## src/rtl/alu_pkg.sv

```systemverilog
// Shared definitions for the ALU datapath: default word width and collector FSM encoding.
package alu_pkg;

    localparam int unsigned DEF_WORD_W = 4;

    // Collector FSM: IDLE means no partial word, SHIFT means bits are being gathered.
    typedef enum logic {
        IDLE  = 1'b0,
        SHIFT = 1'b1
    } state_e;

endpackage

```

## src/rtl/ser_shift_reg.sv

```systemverilog
// Right-shift register with bit counter: gathers serial bits LSB first.
module ser_shift_reg
    import alu_pkg::*;
#(
    parameter int unsigned WIDTH = DEF_WORD_W,
    parameter int unsigned CNT_W = $clog2(WIDTH)
) (
    input  logic             clk,
    input  logic             rst,
    input  logic             en,
    input  logic             clr,
    input  logic             din,
    output logic [WIDTH-1:0] q,
    output logic [CNT_W-1:0] cnt,
    output logic             last
);

    logic [WIDTH-1:0] sreg_q;
    logic [CNT_W-1:0] cnt_q;

    // The next accepted bit completes the word.
    assign last = (cnt_q == CNT_W'(WIDTH - 1));
    assign q    = sreg_q;
    assign cnt  = cnt_q;

    // Shift in on enable; clear only resets the count, stale data is harmless.
    always_ff @(posedge clk or posedge rst) begin
        if (rst) begin
            sreg_q <= '0;
            cnt_q  <= '0;
        end else if (clr) begin
            cnt_q <= '0;
        end else if (en) begin
            sreg_q <= {din, sreg_q[WIDTH-1:1]};
            cnt_q  <= last ? '0 : cnt_q + CNT_W'(1);
        end
    end

endmodule

```

## src/rtl/serial_result_collector.sv

```systemverilog
// Collects serial subtractor results into parallel words behind a one-entry valid/ready buffer.
module serial_result_collector
    import alu_pkg::*;
#(
    parameter int unsigned WIDTH = DEF_WORD_W,
    parameter int unsigned CNT_W = $clog2(WIDTH)
) (
    input  logic             clk,
    input  logic             rst,
    input  logic             ser_bit,
    input  logic             ser_ovf,
    input  logic             ser_vld,
    input  logic             flush_i,
    output logic [WIDTH-1:0] word_o,
    output logic             ovf_o,
    output logic             word_vld_o,
    input  logic             word_rdy_i,
    output logic             drop_o,
    output logic             busy_o
);

    state_e           state_q, state_d;
    logic             shift_en;
    logic             complete;
    logic             handshake;
    logic [WIDTH-1:0] sr_q;
    logic [CNT_W-1:0] sr_cnt;
    logic             sr_last;
    logic [WIDTH-1:0] new_word;

    logic [WIDTH-1:0] word_q, word_d;
    logic             ovf_q, ovf_d;
    logic             hold_vld_q, hold_vld_d;
    logic             drop_q, drop_d;

    // Flush wins over a same-cycle valid bit, which is then lost.
    assign shift_en  = ser_vld & ~flush_i;
    assign complete  = (state_q == SHIFT) & shift_en & sr_last;
    assign handshake = hold_vld_q & word_rdy_i;
    // Completed word includes the bit arriving this cycle as its MSB.
    assign new_word  = {ser_bit, sr_q[WIDTH-1:1]};

    ser_shift_reg #(
        .WIDTH (WIDTH),
        .CNT_W (CNT_W)
    ) u_shift (
        .clk  (clk),
        .rst  (rst),
        .en   (shift_en),
        .clr  (flush_i),
        .din  (ser_bit),
        .q    (sr_q),
        .cnt  (sr_cnt),
        .last (sr_last)
    );

    // FSM state register.
    always_ff @(posedge clk or posedge rst) begin
        if (rst) begin
            state_q <= IDLE;
        end else begin
            state_q <= state_d;
        end
    end

    // FSM next state: enter SHIFT on the first bit, leave on the last bit or a flush.
    always_comb begin
        state_d = state_q;
        unique case (state_q)
            IDLE: begin
                if (shift_en) begin
                    state_d = SHIFT;
                end
            end
            SHIFT: begin
                if (flush_i || complete) begin
                    state_d = IDLE;
                end
            end
            default: state_d = IDLE;
        endcase
    end

    // Holding register next state: load if empty or draining this cycle, else drop.
    always_comb begin
        word_d     = word_q;
        ovf_d      = ovf_q;
        hold_vld_d = hold_vld_q;
        drop_d     = 1'b0;
        if (complete) begin
            if (!hold_vld_q || word_rdy_i) begin
                word_d     = new_word;
                ovf_d      = ser_ovf;
                hold_vld_d = 1'b1;
            end else begin
                drop_d = 1'b1;
            end
        end else if (handshake) begin
            hold_vld_d = 1'b0;
        end
    end

    // Holding register and drop pulse.
    always_ff @(posedge clk or posedge rst) begin
        if (rst) begin
            word_q     <= '0;
            ovf_q      <= 1'b0;
            hold_vld_q <= 1'b0;
            drop_q     <= 1'b0;
        end else begin
            word_q     <= word_d;
            ovf_q      <= ovf_d;
            hold_vld_q <= hold_vld_d;
            drop_q     <= drop_d;
        end
    end

    assign word_o     = word_q;
    assign ovf_o      = ovf_q;
    assign word_vld_o = hold_vld_q;
    assign drop_o     = drop_q;
    assign busy_o     = (sr_cnt != '0);

endmodule

```

## config.mk

```make
export PLATFORM = sky130hd
export DESIGN_NAME = serial_result_collector
export DESIGN_NICKNAME = d
export VERILOG_FILES = /design/src/rtl/alu_pkg.sv /design/src/rtl/ser_shift_reg.sv /design/src/rtl/serial_result_collector.sv
export SDC_FILE = /design/constraint.sdc
export NUM_CORES = 1
export LEC_CHECK = 0
export BUFFER_PORTS_ARGS = -buffer_cell sky130_fd_sc_hd__buf_2
export CORE_AREA = 2 2 39 41
export CTS_BUF_LIST = sky130_fd_sc_hd__clkbuf_16
export DETAILED_ROUTE_END_ITERATION = 10
export DIE_AREA = 0 0 41 43
export PLACE_DENSITY = 0.69
export SYNTH_ARGS = -nofsm -noshare
export SYNTH_HDL_FRONTEND = slang
export SYNTH_HIERARCHICAL = 1
export SYNTH_SLANG_ARGS = --single-unit
```

## constraint.sdc

```tcl
create_clock -name clk -period 1.98 [get_ports clk]
set_clock_uncertainty 0.2 [all_clocks]
set_input_delay 0.198 -clock clk [delete_from_list [all_inputs] [get_ports clk]]
set_output_delay 0.198 -clock clk [all_outputs]
set_load 0.05 [all_outputs]
```

==> flow_summary.yaml, run 1 <==
place:
  place_hpwl_um: 706
  dp.cells: 70
  place.gp.congestion: 0.639
  place_area_um2: 654
  port_buffers: 14
timing:
  final.period_utilization_pct: 80.9
  finalSetupViolations: 0
  tightest_slew_ps: 315
  relSlewSlack_pct: 79.0
  whs_ps: 14.5
  period_needed_ps: 1600
  maxSlewViolCount: 0
  fin_tns_setup_ps: 0
  rsz0062_at_grt: "no"
  max_freq_mhz: 624
  hold_violations: 0
setup_path:
  end_kind: "flip-flop"
  startpoint: "u_shift/cnt[0]$_DFFE_PP0P_"
  reg2reg_from: "u_shift/cnt[0]$_DFFE_PP0P_"
  reg2regPathDepth: 4
  critPathArrivalTime_ps: 1520
  setup.worst_path.class: "flip-flop to flip-flop"
  critPathRequiredTime_ps: 1900
  crit_fanout: 5
  worstSetupStartpointType: "flip-flop"
drt:
  drtIter0Drc: 1
  vias_per_cell: 4.86
  ant_nets: 0
  drt-pass1-iter-count: 2
  finalWirelength_um: 947
  vias: 374
  wl_per_cell_um: 12.3
  remaining_drc_errors: 0
outcome:
  status: "finished, final reports clean"
global_routing:
  gr-total-overflow: 0
  grt_usage_pct: 14.7
  antenna_found_initial: 0
  grt_max_degree: 9
  grt_pass1_wl_mm: 1.52
  grt_pass1_vias: 347
die:
  dieArea_mm2: 0.00176
  std_cell_rows: 14
  boundaryPins: 15
  start_util_pct: 40.8
  die_x_um: 41
  core_region_area_mm2: 0.00138
  die_y_um: 43
clock_tree:
  insertion_delay_ps: 240
  ctsResizeCount: 0
  path_clk_slew_ps: 40
  numCtsBuffers: 3
  htree_levels: 1
  clock_sinks: 13
  ctsLongestPathBuffers: 2
  cts-root-buf: "clkbuf_16"
  cts_tree: "done"
final_layout:
  fin_area_um2: 764
  finalNonFillerCells: 77
  area_delta_synth_final_pct: 35.5
  num_antenna_cells: 0
  fill_cells: 120
  fin_nets: 70
  multiInputGateArea_um2: 231
  regArea_um2: 325
  drive_above_1_share_pct: 50.8
  finish.utilization_pct: 55.2
power_and_ir_drop:
  p_leak_nw: 0.417
  powerDensity_mw_per_mm2: 982
  peakVddDrop_v: 0.000903
synthesis:
  yosys_warnings: 6
  syn_avg_cell_area_um2: 14.1
  synth_area_um2: 564
  syn_nets: 48
  syn_inst: 40
hold_path:
  hold_path_startpoint: "flush_i"
  hp-class: "input port to flip-flop"
  hold_depth: 2
job:
  drv_cap: 0
## power breakdown
| part | switching (mW) | internal (mW) |
|---|---|---|
| logic | 0.0363 | 0.0353 |
| clock network | 0.106 | 0.268 |
| registers | 0.0143 | 0.291 |
| total | 0.157 | 0.594 |
## sequential cells by signal, summed over array words and instances (netlist names)
signal,flops
word_vld_o,1
drop_o,1
word_o,4
u_shift/cnt,2
ovf_o,1
state_q,1
u_shift/q,3
## repair_timing
action | CTS | global route
setup buffers | 0 | 0
endpoints found under the hold margin | 15 | 0
hold buffers | 3 | 0
## critical path, cell delays in order, from the launching register on
cell,delay (ps)
dfrtp_1,370
ha_1,230
nand4b_4,130
nor2b_4,200
mux2_2,350
## per-layer routing
| layer | wire length [µm] | global-route usage (%) | vias up |
|---|---|---|---|
| li1 | - | - | 180 |
| met5 | 0 | 0 | - |
| met3 | 57 | 6.28 | 4 |
| met4 | 42 | 14.0 | 0 |
| met2 | 421 | 17.2 | 11 |
| met1 | 426 | 19.1 | 179 |
## path summary, 6_finish.rpt
check / endpoint / slack, ps
max: word_o[0]$_DFFE_PP0P_ / 380
min: u_shift/cnt[0]$_DFFE_PP0P_ / 10
max reg2reg: word_o[0]$_DFFE_PP0P_ / 380
min reg2reg: word_o[3]$_DFFE_PP0P_ / 300
max in group asynchronous: word_o[0]$_DFFE_PP0P_ / 1090
min in group asynchronous: u_shift/q[1]$_DFFE_PP0P_ / 220
## layout make-up
type / instances / share of cell area, %
Sequential cell: 13 / 42.6
Multi-Input combinational cell: 25 / 30.3
Timing Repair Buffer: 17 / 13.1
Clock buffer: 3 / 9.82
Tap cell: 16 / 2.62
Inverter: 2 / 0.982
Clock inverter: 1 / 0.655
## stage by stage
stage	power (mW)	worst slack, ps
6_report	0.751	378
5_1_grt	0.784	299
4_1_cts	0.764	375
3_5_place_dp	0.378	371
3_3_place_gp	0.376	401
2_1_floorplan	0.355	393
## layout by cell type, fill, tap and decap left out, drive strengths merged
cell / count
a21oi: 1
buf: 14
clkbuf: 3
clkinv: 1
dfrtp: 13
dlygate4sd3: 3
ha: 1
inv: 2
mux2: 8
mux2i: 1
nand2: 1
nand2b: 2
nand3: 1
nand4b: 1
nor2: 3
nor2b: 3
o21ai: 1
or2: 1
or3b: 1
No activity file was read; power rests on OpenSTA's default activity.
==> inputs of run 2 (changes only) <==
==> constraint.sdc (replaced) <==
create_clock -name clk -period 1.5 [get_ports clk]
set_clock_uncertainty 0.2 [all_clocks]
set_input_delay 0.15 -clock clk [delete_from_list [all_inputs] [get_ports clk]]
set_output_delay 0.15 -clock clk [all_outputs]
set_load 0.05 [all_outputs]
==> run 2 against run 1 <==
Against the previous run:
- non-clock buffer count grew 8
- first-iteration DRC count grew to 3.0 times the previous value
- count of clock-buffer cells in the layout is the same
- critical path type unchanged
- die area is the same
- sequential power grew 33%
- final cell count grew 10%
- the run now ends with negative setup slack left
- sequential share of layout area shrank 5.3 points
- clock power grew 29%
- total power grew 34%
- sequential cell count is the same
==> flow_summary.yaml, run 2 (synthesis gave the netlist of run 1 again) <==
clock_tree:
  insertion_delay_ps: 240
  ctsLongestPathBuffers: 2
  cts-root-buf: "clkbuf_16"
  htree_levels: 1
  path_clk_slew_ps: 40
  numCtsBuffers: 3
  clock_sinks: 13
  cts_tree: "done"
place:
  place_hpwl_um: 767
  place.gp.congestion: 0.619
  port_buffers: 14
  dp.cells: 74
global_routing:
  grt_max_degree: 9
  grt_usage_pct: 18.0
  grt_pass1_wl_mm: 1.99
  grt_pass1_vias: 430
  gr-total-overflow: 0
  antenna_found_initial: 0
setup_path:
  worstSetupStartpointType: "flip-flop"
  path_cells: "ha_4 > nand4b_4 > nor2b_4 > mux2_4"
  crit_slowest_cell: "dfrtp_1"
  critPathArrivalTime_ps: 1490
  critPathRequiredTime_ps: 1410
  crit_fanout: 5
  end_kind: "flip-flop"
  cp_num_buf_inv: 0
  critPathMaxStageDelay_ps: 400
  crit_family: "flip-flops"
  setup.worst_path.class: "flip-flop to flip-flop"
final_layout:
  drive_above_1_share_pct: 58.0
  final_cell_mix: "13 x buf_2, 12 x dfrtp_1, 6 x buf_4"
  num_antenna_cells: 0
  finish.utilization_pct: 63.4
  final_common_cell: "buf_2"
  finalNonFillerCells: 85
  fin_nets: 78
  area_delta_synth_final_pct: 55.4
  largest_reg_flops: 4
drt:
  wl_per_cell_um: 13.9
  drt-pass1-iter-count: 2
  top_layer: "met4"
  dr_wl_met3_um: 59
  finalWirelength_mm: 1.18
  drtIter0Drc: 3
  wl_met2_um: 588
  routedLengthMet1_um: 513
  ant_nets: 0
  remaining_drc_errors: 0
  vias_per_cell: 4.72
  vias: 401
power_and_ir_drop:
  powerDensity_mw_per_mm2: 1150
  peakVddDrop_v: 0.00121
  p_leak_nw: 0.462
job:
  drv_cap: 0
timing:
  final.period_utilization_pct: 105
  maxSlewViolCount: 0
  relSlewSlack_pct: 77.3
  finalSetupViolations: 6
  hold_violations: 0
  period_needed_ps: 1580
  rsz0062_at_grt: "yes"
  max_freq_mhz: 634
  setup_ws_ps: -77.3
  tightest_slew_ps: 340
die:
  core_region_area_mm2: 0.00138
  start_util_pct: 40.8
  die_x_um: 41
  std_cell_rows: 14
  boundaryPins: 15
  dieArea_mm2: 0.00176
  die_y_um: 43
outcome:
  violations: "negative setup slack"
  status: "finished, violations left"
hold_path:
  hp-class: "input port to flip-flop"
## run 2: report_power, final
group | internal, mW | total (mW) | leakage, nW | switching (mW)
Sequential | 0.384 | 0.406 | 0.172 | 0.0219
Combinational | 0.0660 | 0.119 | 0.248 | 0.0533
Clock | 0.350 | 0.482 | 0.0423 | 0.132
Total | 0.801 | 1.01 | 0.462 | 0.207
## run 2: area by class of cell
class                      instances  area [µm²]
inverter                           2        7.51
fill                             115         507
clock inverter                     1        3.75
multi-input combinational         25         268
timing repair buffer              25         176
tap                               16        20.0
sequential                        13         327
clock buffer                       3        75.1
## run 2: worst paths after layout
check	slack (ps)	endpoint	from	cells past startpoint
max	-80	word_o[2]$_DFFE_PP0P_	u_shift/cnt[1]$_DFFE_PP0P_	4
min	40	u_shift/cnt[0]$_DFFE_PP0P_	flush_i	3
max reg2reg	-80	word_o[2]$_DFFE_PP0P_	u_shift/cnt[1]$_DFFE_PP0P_	4
min reg2reg	310	ovf_o$_DFFE_PP0P_	ovf_o$_DFFE_PP0P_	1
max in group asynchronous	600	word_vld_o$_DFFE_PP0P_	rst	3
min in group asynchronous	180	u_shift/q[1]$_DFFE_PP0P_	rst	3
## run 2: repair_timing
action	in CTS	in global routing
setup buffers	2	1
setup endpoints to repair	7	7
endpoints found under the hold margin	17	0
resized for setup	10	1
pin swaps	3	1
hold buffers	4	0
## run 2: worst min-delay path, cell delays in order
cell and delay [ps]:
buf_2 110, buf_4 140, a21oi_2 40
## run 2: per-stage QoR
step	power, mW	hold WS [ps]	setup WS (ps)	setup TNS (ps)	area, µm²
after global routing	1.06	45.1	-138	-707	877
after detailed placement	0.506	-122	-64.0	-260	698
after global placement	0.507	-122	-22.8	-83.4	698
after CTS	1.02	28.2	-55.2	-270	867
final	1.01	39.3	-77.3	-375	877
after floorplan	0.471	-271	9.22	0	578
## run 2: metal layers
layer / track usage [%] / vias to the layer above
met5: 0 / -
met4: 6.00 / 0
met3: 6.28 / 2
met2: 28.1 / 11
met1: 22.3 / 192
li1: - / 196
